**config.mk**
```make
export PLATFORM = sky130hd
export DESIGN_NAME = next_uart_tx_flat
export DESIGN_NICKNAME = d
export VERILOG_FILES = /design/src/rtl/next_uart_tx_if.sv /design/src/rtl/next_uart_tx.sv /design/src/flat_wrapper.sv
export SDC_FILE = /design/constraint.sdc
export NUM_CORES = 1
export LEC_CHECK = 0
export BUFFER_PORTS_ARGS = -buffer_cell sky130_fd_sc_hd__clkbuf_2
export CAP_MARGIN = 15
export CORE_ASPECT_RATIO = 0.8
export CORE_MARGIN = 5
export CORE_UTILIZATION = 54
export CTS_CLUSTER_SIZE = 24
export DETAILED_ROUTE_END_ITERATION = 10
export PLACE_DENSITY = 0.81
export SLEW_MARGIN = 20
export SYNTH_ARGS = -nofsm -noshare
export SYNTH_HDL_FRONTEND = slang
export SYNTH_SLANG_ARGS = --single-unit
```
**constraint.sdc**
```tcl
create_clock -name clk -period 2.1 [get_ports clk]
set_input_delay 0.525 -clock clk [delete_from_list [all_inputs] [get_ports clk]]
set_output_delay 0.525 -clock clk [all_outputs]
set_load 0.01 [all_outputs]
```
**src/rtl/next_uart_tx_if.sv**
```systemverilog
// Send/busy/done handshake between the memory/IO stage and the UART
// transmitter; master is the IO block, slave is next_uart_tx.
interface next_uart_tx_if;
   logic       send;
   logic [7:0] data;
   logic       busy;
   logic       done;

   modport master (
      output send,
      output data,
      input  busy,
      input  done
   );

   modport slave (
      input  send,
      input  data,
      output busy,
      output done
   );
endinterface

```
**src/rtl/next_uart_tx.sv**
```systemverilog
// 8N1 UART transmitter fed by the IO stage send strobe and data byte.
// Define UART_TX_PARITY_EN to insert an even parity bit (8E1).
module next_uart_tx #(
   parameter int CLKS_PER_BIT = 104,
   parameter int CNT_W        = 16
) (
   input  logic           clk,
   input  logic           rst_n,
   next_uart_tx_if.slave  io,
   output logic           tx
);

   localparam logic [2:0] S_IDLE   = 3'd0;
   localparam logic [2:0] S_START  = 3'd1;
   localparam logic [2:0] S_DATA   = 3'd2;
`ifdef UART_TX_PARITY_EN
   localparam logic [2:0] S_PARITY = 3'd3;
`endif
   localparam logic [2:0] S_STOP   = 3'd4;

   localparam logic [CNT_W-1:0] CNT_LAST =
      CNT_W'(CLKS_PER_BIT - 1);

   logic [2:0]       state, state_n;
   logic [CNT_W-1:0] cnt, cnt_n;
   logic [2:0]       idx, idx_n;
   logic [7:0]       shift, shift_n;
   logic             tx_n;
   logic             busy, done;
   logic             done_n;
   logic             last;
`ifdef UART_TX_PARITY_EN
   logic             par, par_n;
`endif

   assign last    = (cnt == CNT_LAST);
   assign io.busy = busy;
   assign io.done = done;

   always_comb begin
      state_n = state;
      cnt_n   = cnt;
      idx_n   = idx;
      shift_n = shift;
`ifdef UART_TX_PARITY_EN
      par_n   = par;
`endif
      if (state != S_IDLE)
         cnt_n = last ? '0 : cnt + 1'b1;
      unique case (1'b1)
         (state == S_IDLE): begin
            if (io.send) begin
               shift_n = io.data;
`ifdef UART_TX_PARITY_EN
               par_n   = ^io.data;
`endif
               state_n = S_START;
               cnt_n   = '0;
               idx_n   = '0;
            end
         end
         (state == S_START): begin
            if (last) begin
               state_n = S_DATA;
               idx_n   = '0;
            end
         end
         (state == S_DATA): begin
            if (last) begin
               shift_n = {1'b0, shift[7:1]};
               if (idx == 3'd7) begin
                  idx_n = '0;
`ifdef UART_TX_PARITY_EN
                  state_n = S_PARITY;
`else
                  state_n = S_STOP;
`endif
               end else begin
                  idx_n = idx + 3'd1;
               end
            end
         end
`ifdef UART_TX_PARITY_EN
         (state == S_PARITY): begin
            if (last)
               state_n = S_STOP;
         end
`endif
         (state == S_STOP): begin
            if (last)
               state_n = S_IDLE;
         end
         default: begin
            state_n = S_IDLE;
            cnt_n   = '0;
            idx_n   = '0;
         end
      endcase
   end

   // Outputs are registered from next-state values so they line
   // up with the state they describe, one cycle after accept.
   always_comb begin
      tx_n = 1'b1;
      unique case (1'b1)
         (state_n == S_START): tx_n = 1'b0;
         (state_n == S_DATA):  tx_n = shift_n[0];
`ifdef UART_TX_PARITY_EN
         (state_n == S_PARITY): tx_n = par_n;
`endif
         default:              tx_n = 1'b1;
      endcase
      done_n = (state_n == S_STOP) && (cnt_n == CNT_LAST);
   end

   always_ff @(posedge clk or negedge rst_n) begin
      if (!rst_n) begin
         state <= S_IDLE;
         cnt   <= '0;
         idx   <= '0;
         shift <= '0;
         tx    <= 1'b1;
         busy  <= 1'b0;
         done  <= 1'b0;
`ifdef UART_TX_PARITY_EN
         par   <= 1'b0;
`endif
      end else begin
         state <= state_n;
         cnt   <= cnt_n;
         idx   <= idx_n;
         shift <= shift_n;
         tx    <= tx_n;
         busy  <= (state_n != S_IDLE);
         done  <= done_n;
`ifdef UART_TX_PARITY_EN
         par   <= par_n;
`endif
      end
   end

endmodule
```
**src/flat_wrapper.sv**
```systemverilog
// flat-port wrapper written by rule: the top's interface ports become plain ports
module next_uart_tx_flat 
#(
   parameter int CLKS_PER_BIT = 104,
   parameter int CNT_W        = 16
)
  (clk, rst_n, tx, io_send, io_data, io_busy, io_done);
  next_uart_tx_if io_i ();
  input  logic clk;
  input  logic rst_n;
  output logic tx;
  input wire logic [$bits(io_i.send)-1:0] io_send;
  input wire logic [$bits(io_i.data)-1:0] io_data;
  output wire logic [$bits(io_i.busy)-1:0] io_busy;
  output wire logic [$bits(io_i.done)-1:0] io_done;
  assign io_i.send = io_send;
  assign io_i.data = io_data;
  assign io_busy = io_i.busy;
  assign io_done = io_i.done;
  next_uart_tx #(.CLKS_PER_BIT(CLKS_PER_BIT), .CNT_W(CNT_W)) u_core (.clk(clk), .rst_n(rst_n), .io(io_i), .tx(tx));
endmodule
```
==> metrics.cfg, run 1 <==
[layout]
utilization_pct=66.6
antenna_cells=0
layout-drive-gt1-share_pct=25.7
multiInputGateArea_um2=1080
nNetsFinal=254
stdcell_count=283
area_delta_synth_final_pct=17.8
fill_cells=270
regArea_um2=827

[yosys]
synth_area_leaders=dfrtp_1 41%, nand2_1 5.6%, xor2_1 5.4%
synth_top_area_share_pct=41.1
synth_most_common_cell=dfrtp_1
netlist_top_cells_count=32 x dfrtp_1, 29 x nand2_1, 22 x nor2_1
synth_nets=225
synth_edf_count=0
yosysWarnings=0
synth_area_um2=1950
postSynthAreaPerCell_um2=9.24
synth.distinct_cells=48
synthCells=211
synth_area_leader_cell=dfrtp_1
async_reset_ff_share_pct=100
ys.flop_type=dfrtp_1
ys_ff_latch=33
synth-seq-area-share_pct=42.4

[detailed_routing]
wl_um=4590
drc=0
drtIter0Drc=166
drt_pass1_iterations=4
final_antenna_net_count=0
num_vias=1696
wire_per_inst_um=16.2
routed_via_density=5.99

[die]
core_area_um2=3450
top_level_ports=14
die_x_um=77.2
die_h_um=63.7
row_count=19
dieArea_um2=4920
start_util_pct=56.6

[worst_setup_path]
path_buf_inv=1
cpPeakStageDelay_ns=0.42
start_kind=register
cp-end-kind=register
cp_slowest_cell=dfrtp_1
path_class=reg -> reg
cp.arrival_ns=2.17
critical-path-top-delay-family=simple AND/OR/NAND/NOR gates
path_cells=ha_4, and4bb_1, and4_4, buf_4, o31ai_2, nand3_1, a2111oi_4
critPathMaxFanout=6
worstPathRequired_ns=2.28

[cts]
h-tree-depth=2
cts_sinks=33
cts.clk_slew.worst_paths_ns=0.07
worstSkewPairLatency_ns=0.29
clock-root-buffer=clkbuf_8
numCtsBuffers=5
cts_tree=yes
hold_buffers=0
cts_buffer_depth=2

[placement]
dpl.cell_count=273
port_buffers=13
dp_hpwl_um=3170
dp_slack_ns=0.0966
routabilityCongestion=0.864

[hold_path]
hp-class=in -> async

[grt]
grt_pass1_vias=1541
antenna_found_initial=0
grt-ovfl-total=0
grt_max_degree=34
grt_pass1_wl_um=7370
grt_use_total_pct=18.8

[power]
combPwrFrac_pct=27.0
p_per_area_nw_per_um2=778
p_sw_share_pct=33.2
ir_drop_uv=618
p_leak_nw=1.06
netSwitchingPower_mw=0.592
pwr-share-clk_pct=26.3
p_seq_share_pct=46.6
intPower_mw=1.19

[outcome]
status=finished, final reports clean

[timing]
fin_skew_ns=0.00664
max_freq_mhz=502
fin_crit_sh_pct=94.9
setup_tns_ns=0
min_period_ns=1.99
worst_slack_ns=0.108
rsz0062_at_grt=false
drv_slew=0
slew_headroom_pct=62.0
worst_hold_slack_ns=0.243
worst_slew_pin_slew_ns=0.565
final-hold-violation-count=0
setup_viol=0

[flow_run]
max_cap_violations=0

==> logic make-up (layout without fill, tap and decap cells) <==
group | Yosys count | count (layout) | synth area share (%)
simple gates | 96 | 96 | 25.4
compound gates | 37 | 37 | 14.1
flops | 33 | 33 | 42.4
xor+xnor | 18 | 18 | 8.09
buf+inv | 18 | 48 | 4.94
mux | 6 | 6 | 3.15
fa+ha+maj | 3 | 3 | 1.93
==> state kept, by name, summed over array words and instances, names as in the netlist <==
signal,count
u_core.cnt,16
u_core.shift,8
u_core.idx,3
u_core.state,3
u_core.io.busy,1
u_core.io.done,1
u_core.tx,1
==> final timing paths <==
check / start / slack, ns / endpoint / cells past startpoint
min: rst_n / 0.24 / u_core.cnt[5]$_DFF_PN0_ / 2
max: u_core.cnt[1]$_DFF_PN0_ / 0.11 / u_core.io.done$_DFF_PN0_ / 7
max in group asynchronous: rst_n / 1.52 / u_core.tx$_DFF_PN1_ / 2
max reg2reg: u_core.cnt[1]$_DFF_PN0_ / 0.11 / u_core.io.done$_DFF_PN0_ / 7
min reg2reg: u_core.shift[4]$_DFFE_PN0P_ / 0.48 / u_core.shift[4]$_DFFE_PN0P_ / 2
min in group clk: io_data[7] / 0.45 / u_core.shift[7]$_DFFE_PN0P_ / 3
==> layout by cell type, fill, tap and decap left out, drive strengths merged, types with 3 or more instances in the layout <==
master | netlist | final
nand2 | 29 | 29
and2 | 5 | 5
nand4 | 3 | 3
nor3 | 8 | 8
ha | 3 | 3
buf | 9 | 21
a22oi | 7 | 7
mux2i | 5 | 5
clkbuf | 3 | 18
a21oi | 6 | 6
xor2 | 12 | 12
nand3 | 8 | 8
nor2 | 22 | 22
dfrtp | 32 | 32
xnor2 | 6 | 6
and4 | 4 | 4
o211ai | 3 | 3
inv | 6 | 6
nand2b | 3 | 3
nor4 | 3 | 3
o21ai | 8 | 8
==> metrics by stage <==
step           power (mW)  instance area [um2]
3_3_place_gp         1.22                 2140
2_1_floorplan        1.09                 1950
4_1_cts              1.71                 2220
6_report             1.79                 2300
3_5_place_dp         1.23                 2140
5_1_grt              1.89                 2300
==> metal layers <==
layer | vias to the layer above | global-route usage, % | wire length, um
met1 | 816 | 27.1 | 2120
li1 | 799 | - | -
met3 | 12 | 4.49 | 299
met5 | - | 0 | 0
met4 | 0 | 7.08 | 75
met2 | 69 | 27.5 | 2090
==> what timing repair did <==
item,in CTS,in global routing
setup buffers,0,2
setup endpoints to repair,0,1
resized for setup,0,11
==> cell type report <==
type | count | area share [%]
sequential | 33 | 36.0
clock buffer | 5 | 3.00
timing repair buffer | 34 | 9.70
multi-input combinational | 160 | 47.2
tap | 42 | 2.29
inverter | 6 | 0.981
clock inverter | 3 | 0.763
==> power groups by stage <==
| stage | Clock, mW | Sequential [mW] | Combinational (mW) |
|---|---|---|---|
| floorplan | 0 | 0.814 | 0.277 |
| detailed placement | 0 | 0.828 | 0.404 |
| global route | 0.519 | 0.843 | 0.528 |
| global placement | 0 | 0.824 | 0.393 |
| finish | 0.470 | 0.833 | 0.483 |
| CTS | 0.483 | 0.821 | 0.410 |
==> worst register-to-register path, cell delays in order, from the launching register on <==
cell and delay [ns]:
dfrtp_1 0.42, ha_4 0.20, and4bb_1 0.21, and4_4 0.21, buf_4 0.15, o31ai_2 0.21, nand3_1 0.15, a2111oi_4 0.33
Power figures use the tool's default switching activity.
==> run 2: changes to the inputs <==
==> constraint.sdc (replaced) <==
create_clock -name clk -period 2.1 [get_ports clk]
set_input_delay 0.105 -clock clk [delete_from_list [all_inputs] [get_ports clk]]
set_output_delay 0.105 -clock clk [all_outputs]
set_load 0.1 [all_outputs]
==> metrics.cfg, run 2 (synthesis results as in run 1) <==
[grt]
antenna_found_initial=0  ; unchanged
grt_pass1_wl_um=7450  ; was 7370 um
grt_use_total_pct=19.0  ; was 18.8%
grt_max_degree=34  ; unchanged
grt_pass1_vias=1495  ; was 1541
grt-ovfl-total=0  ; unchanged

[layout]
mostFrequentLayoutCell=dfrtp_1  ; unchanged
antenna_cells=0  ; unchanged
area_delta_synth_final_pct=17.4  ; was 17.8%
nNetsFinal=253  ; was 254
regArea_um2=827  ; unchanged
utilization_pct=66.4  ; was 66.6%
fill_cells=286  ; was 270
mostFrequentLayoutCells=32 x dfrtp_1, 29 x nand2_1, 22 x nor2_1  ; unchanged
largest_register=u_core.cnt  ; unchanged
layout-drive-gt1-share_pct=24.2  ; was 25.7%
reg.largest.list=u_core.cnt: 16 flops, u_core.shift: 8 flops  ; unchanged
largest_reg_flops=16  ; unchanged
stdcell_count=282  ; was 283
multiInputGateArea_um2=1090  ; was 1080 um2

[worst_setup_path]
cp_num_cells=7  ; unchanged
start_kind=register  ; unchanged
path_cells=ha_4, and4bb_1, and4_4, buf_4, o31ai_2, nand3_1, a2111oi_4  ; unchanged
cpPeakStageDelay_ns=0.42  ; about the same
r2r_start=u_core.cnt[1]$_DFF_PN0_  ; unchanged
critPathMaxFanout=5  ; was 6
worstRegToRegCells=7  ; unchanged
critical-path-top-delay-family=simple AND/OR/NAND/NOR gates  ; unchanged
path_buf_inv=1  ; unchanged
worstPathRequired_ns=2.28  ; about the same
cp.arrival_ns=2.19  ; was 2.17 ns
cp-end-kind=register  ; unchanged
path_class=reg -> reg  ; unchanged
cp_slowest_cell=dfrtp_1  ; unchanged
startpoint=u_core.cnt[1]$_DFF_PN0_  ; unchanged

[power]
p_leak_nw=1.05  ; was 1.06 nW
p_per_area_nw_per_um2=776  ; was 778 nW/um2
ir_drop_uv=499  ; was 618 uV

[die]
row_count=19  ; unchanged
start_util_pct=56.6  ; unchanged
die_h_um=63.7  ; unchanged
die_x_um=77.2  ; unchanged
dieArea_um2=4920  ; unchanged
top_level_ports=14  ; unchanged
core_area_um2=3450  ; unchanged

[detailed_routing]
drtIter0Drc=126  ; was 166
drt_pass1_iterations=4  ; unchanged
wire_per_inst_um=15.6  ; was 16.2 um
final_antenna_net_count=0  ; unchanged
num_vias=1661  ; was 1696
wl_um=4410  ; was 4590 um
routed_via_density=5.89  ; was 5.99
drc=0  ; unchanged

[timing]
fin_crit_sh_pct=95.5  ; was 94.9%
worst_slew_pin_slew_ns=0.792  ; was 0.565 ns
drv_slew=0  ; unchanged
slew_headroom_pct=47.2  ; was 62.0%
setup_viol=0  ; unchanged
final-hold-violation-count=0  ; unchanged
min_period_ns=2.01  ; was 1.99 ns
max_freq_mhz=498  ; was 502 MHz
worst_slack_ns=0.0937  ; was 0.108 ns
fin_skew_ns=0.00719  ; was 0.00664 ns

[cts]
worstSkewPairLatency_ns=0.28  ; was 0.29 ns
h-tree-depth=2  ; unchanged
numCtsBuffers=5  ; unchanged
cts.clk_slew.worst_paths_ns=0.07  ; about the same
cts_tree=yes  ; unchanged
clock-root-buffer=clkbuf_8  ; unchanged
cts_buffer_depth=2  ; unchanged
cts_sinks=33  ; unchanged

[hold_path]
min_from=io_data[7]
hp-class=in -> reg  ; was in -> async
min_path_cells=3

[outcome]
status=finished, final reports clean  ; unchanged

[placement]
dpl.cell_count=272  ; was 273
routabilityCongestion=0.864  ; about the same
dp_slack_ns=0.0795  ; was 0.0966 ns
dp_hpwl_um=3180  ; was 3170 um
port_buffers=13  ; unchanged

[flow_run]
max_cap_violations=0  ; unchanged

-- run 2: area by class of cell --
class / instances / area share (%)
inverter: 6 / 0.984
multi-input combinational: 160 / 47.5
timing repair buffer: 33 / 9.51
tap: 42 / 2.30
clock buffer: 7 / 3.34
sequential: 33 / 36.1
clock inverter: 1 / 0.219
-- run 2: worst min-delay path, delay by kind of cell --
kind	cells	cell delay, ns
buffers and inverters	1	0.07
and+or+nand+nor	1	0.04
AOI/OAI and AO/OA	1	0.06
-- run 2: through the flow --
stage               total power [mW]  instance area (um2)  hold WS (ns)  setup TNS (ns)
floorplan                       1.11                 1950        -0.191               0
global placement                1.24                 2130         0.227               0
detailed placement              1.26                 2130         0.234               0
CTS                             1.72                 2220        0.0394               0
global route                    1.90                 2290        0.0439         -0.0475
finish                          1.78                 2290        0.0376               0
-- run 2: power breakdown --
group	internal, mW	switching [mW]	leakage, nW
Clock	0.232	0.222	0.0422
Sequential	0.733	0.104	0.430
Combinational	0.217	0.268	0.574
-- run 2: timing repair --
item / 4_1_cts / 5_1_grt
setup endpoints to repair: 0 / 1
resized for setup: 0 / 11
endpoints found under the hold margin: 32 / 0
buffers inserted: 0 / 1
hold buffers: 1 / 0
-- run 2: path summary, 6_finish.rpt --
kind,to,slack (ns)
max in group asynchronous,u_core.shift[5]$_DFFE_PN0P_,1.16
worst min register to register,u_core.shift[6]$_DFFE_PN0P_,0.47
worst min-delay path,u_core.shift[7]$_DFFE_PN0P_,0.04
min in group asynchronous,u_core.cnt[5]$_DFF_PN0_,0.43
worst max register to register,u_core.io.done$_DFF_PN0_,0.09
worst max-delay path,u_core.io.done$_DFF_PN0_,0.09
-- run 2: layer usage --
layer	track usage [%]	part of all wire, %	vias to the layer above	routed length, um
met2	27.7	45	51	2000
li1	-	-	799	-
met4	6.22	1.7	0	74
met1	27.1	47	802	2070
met3	5.62	6.1	9	271
met5	0	0	-	0
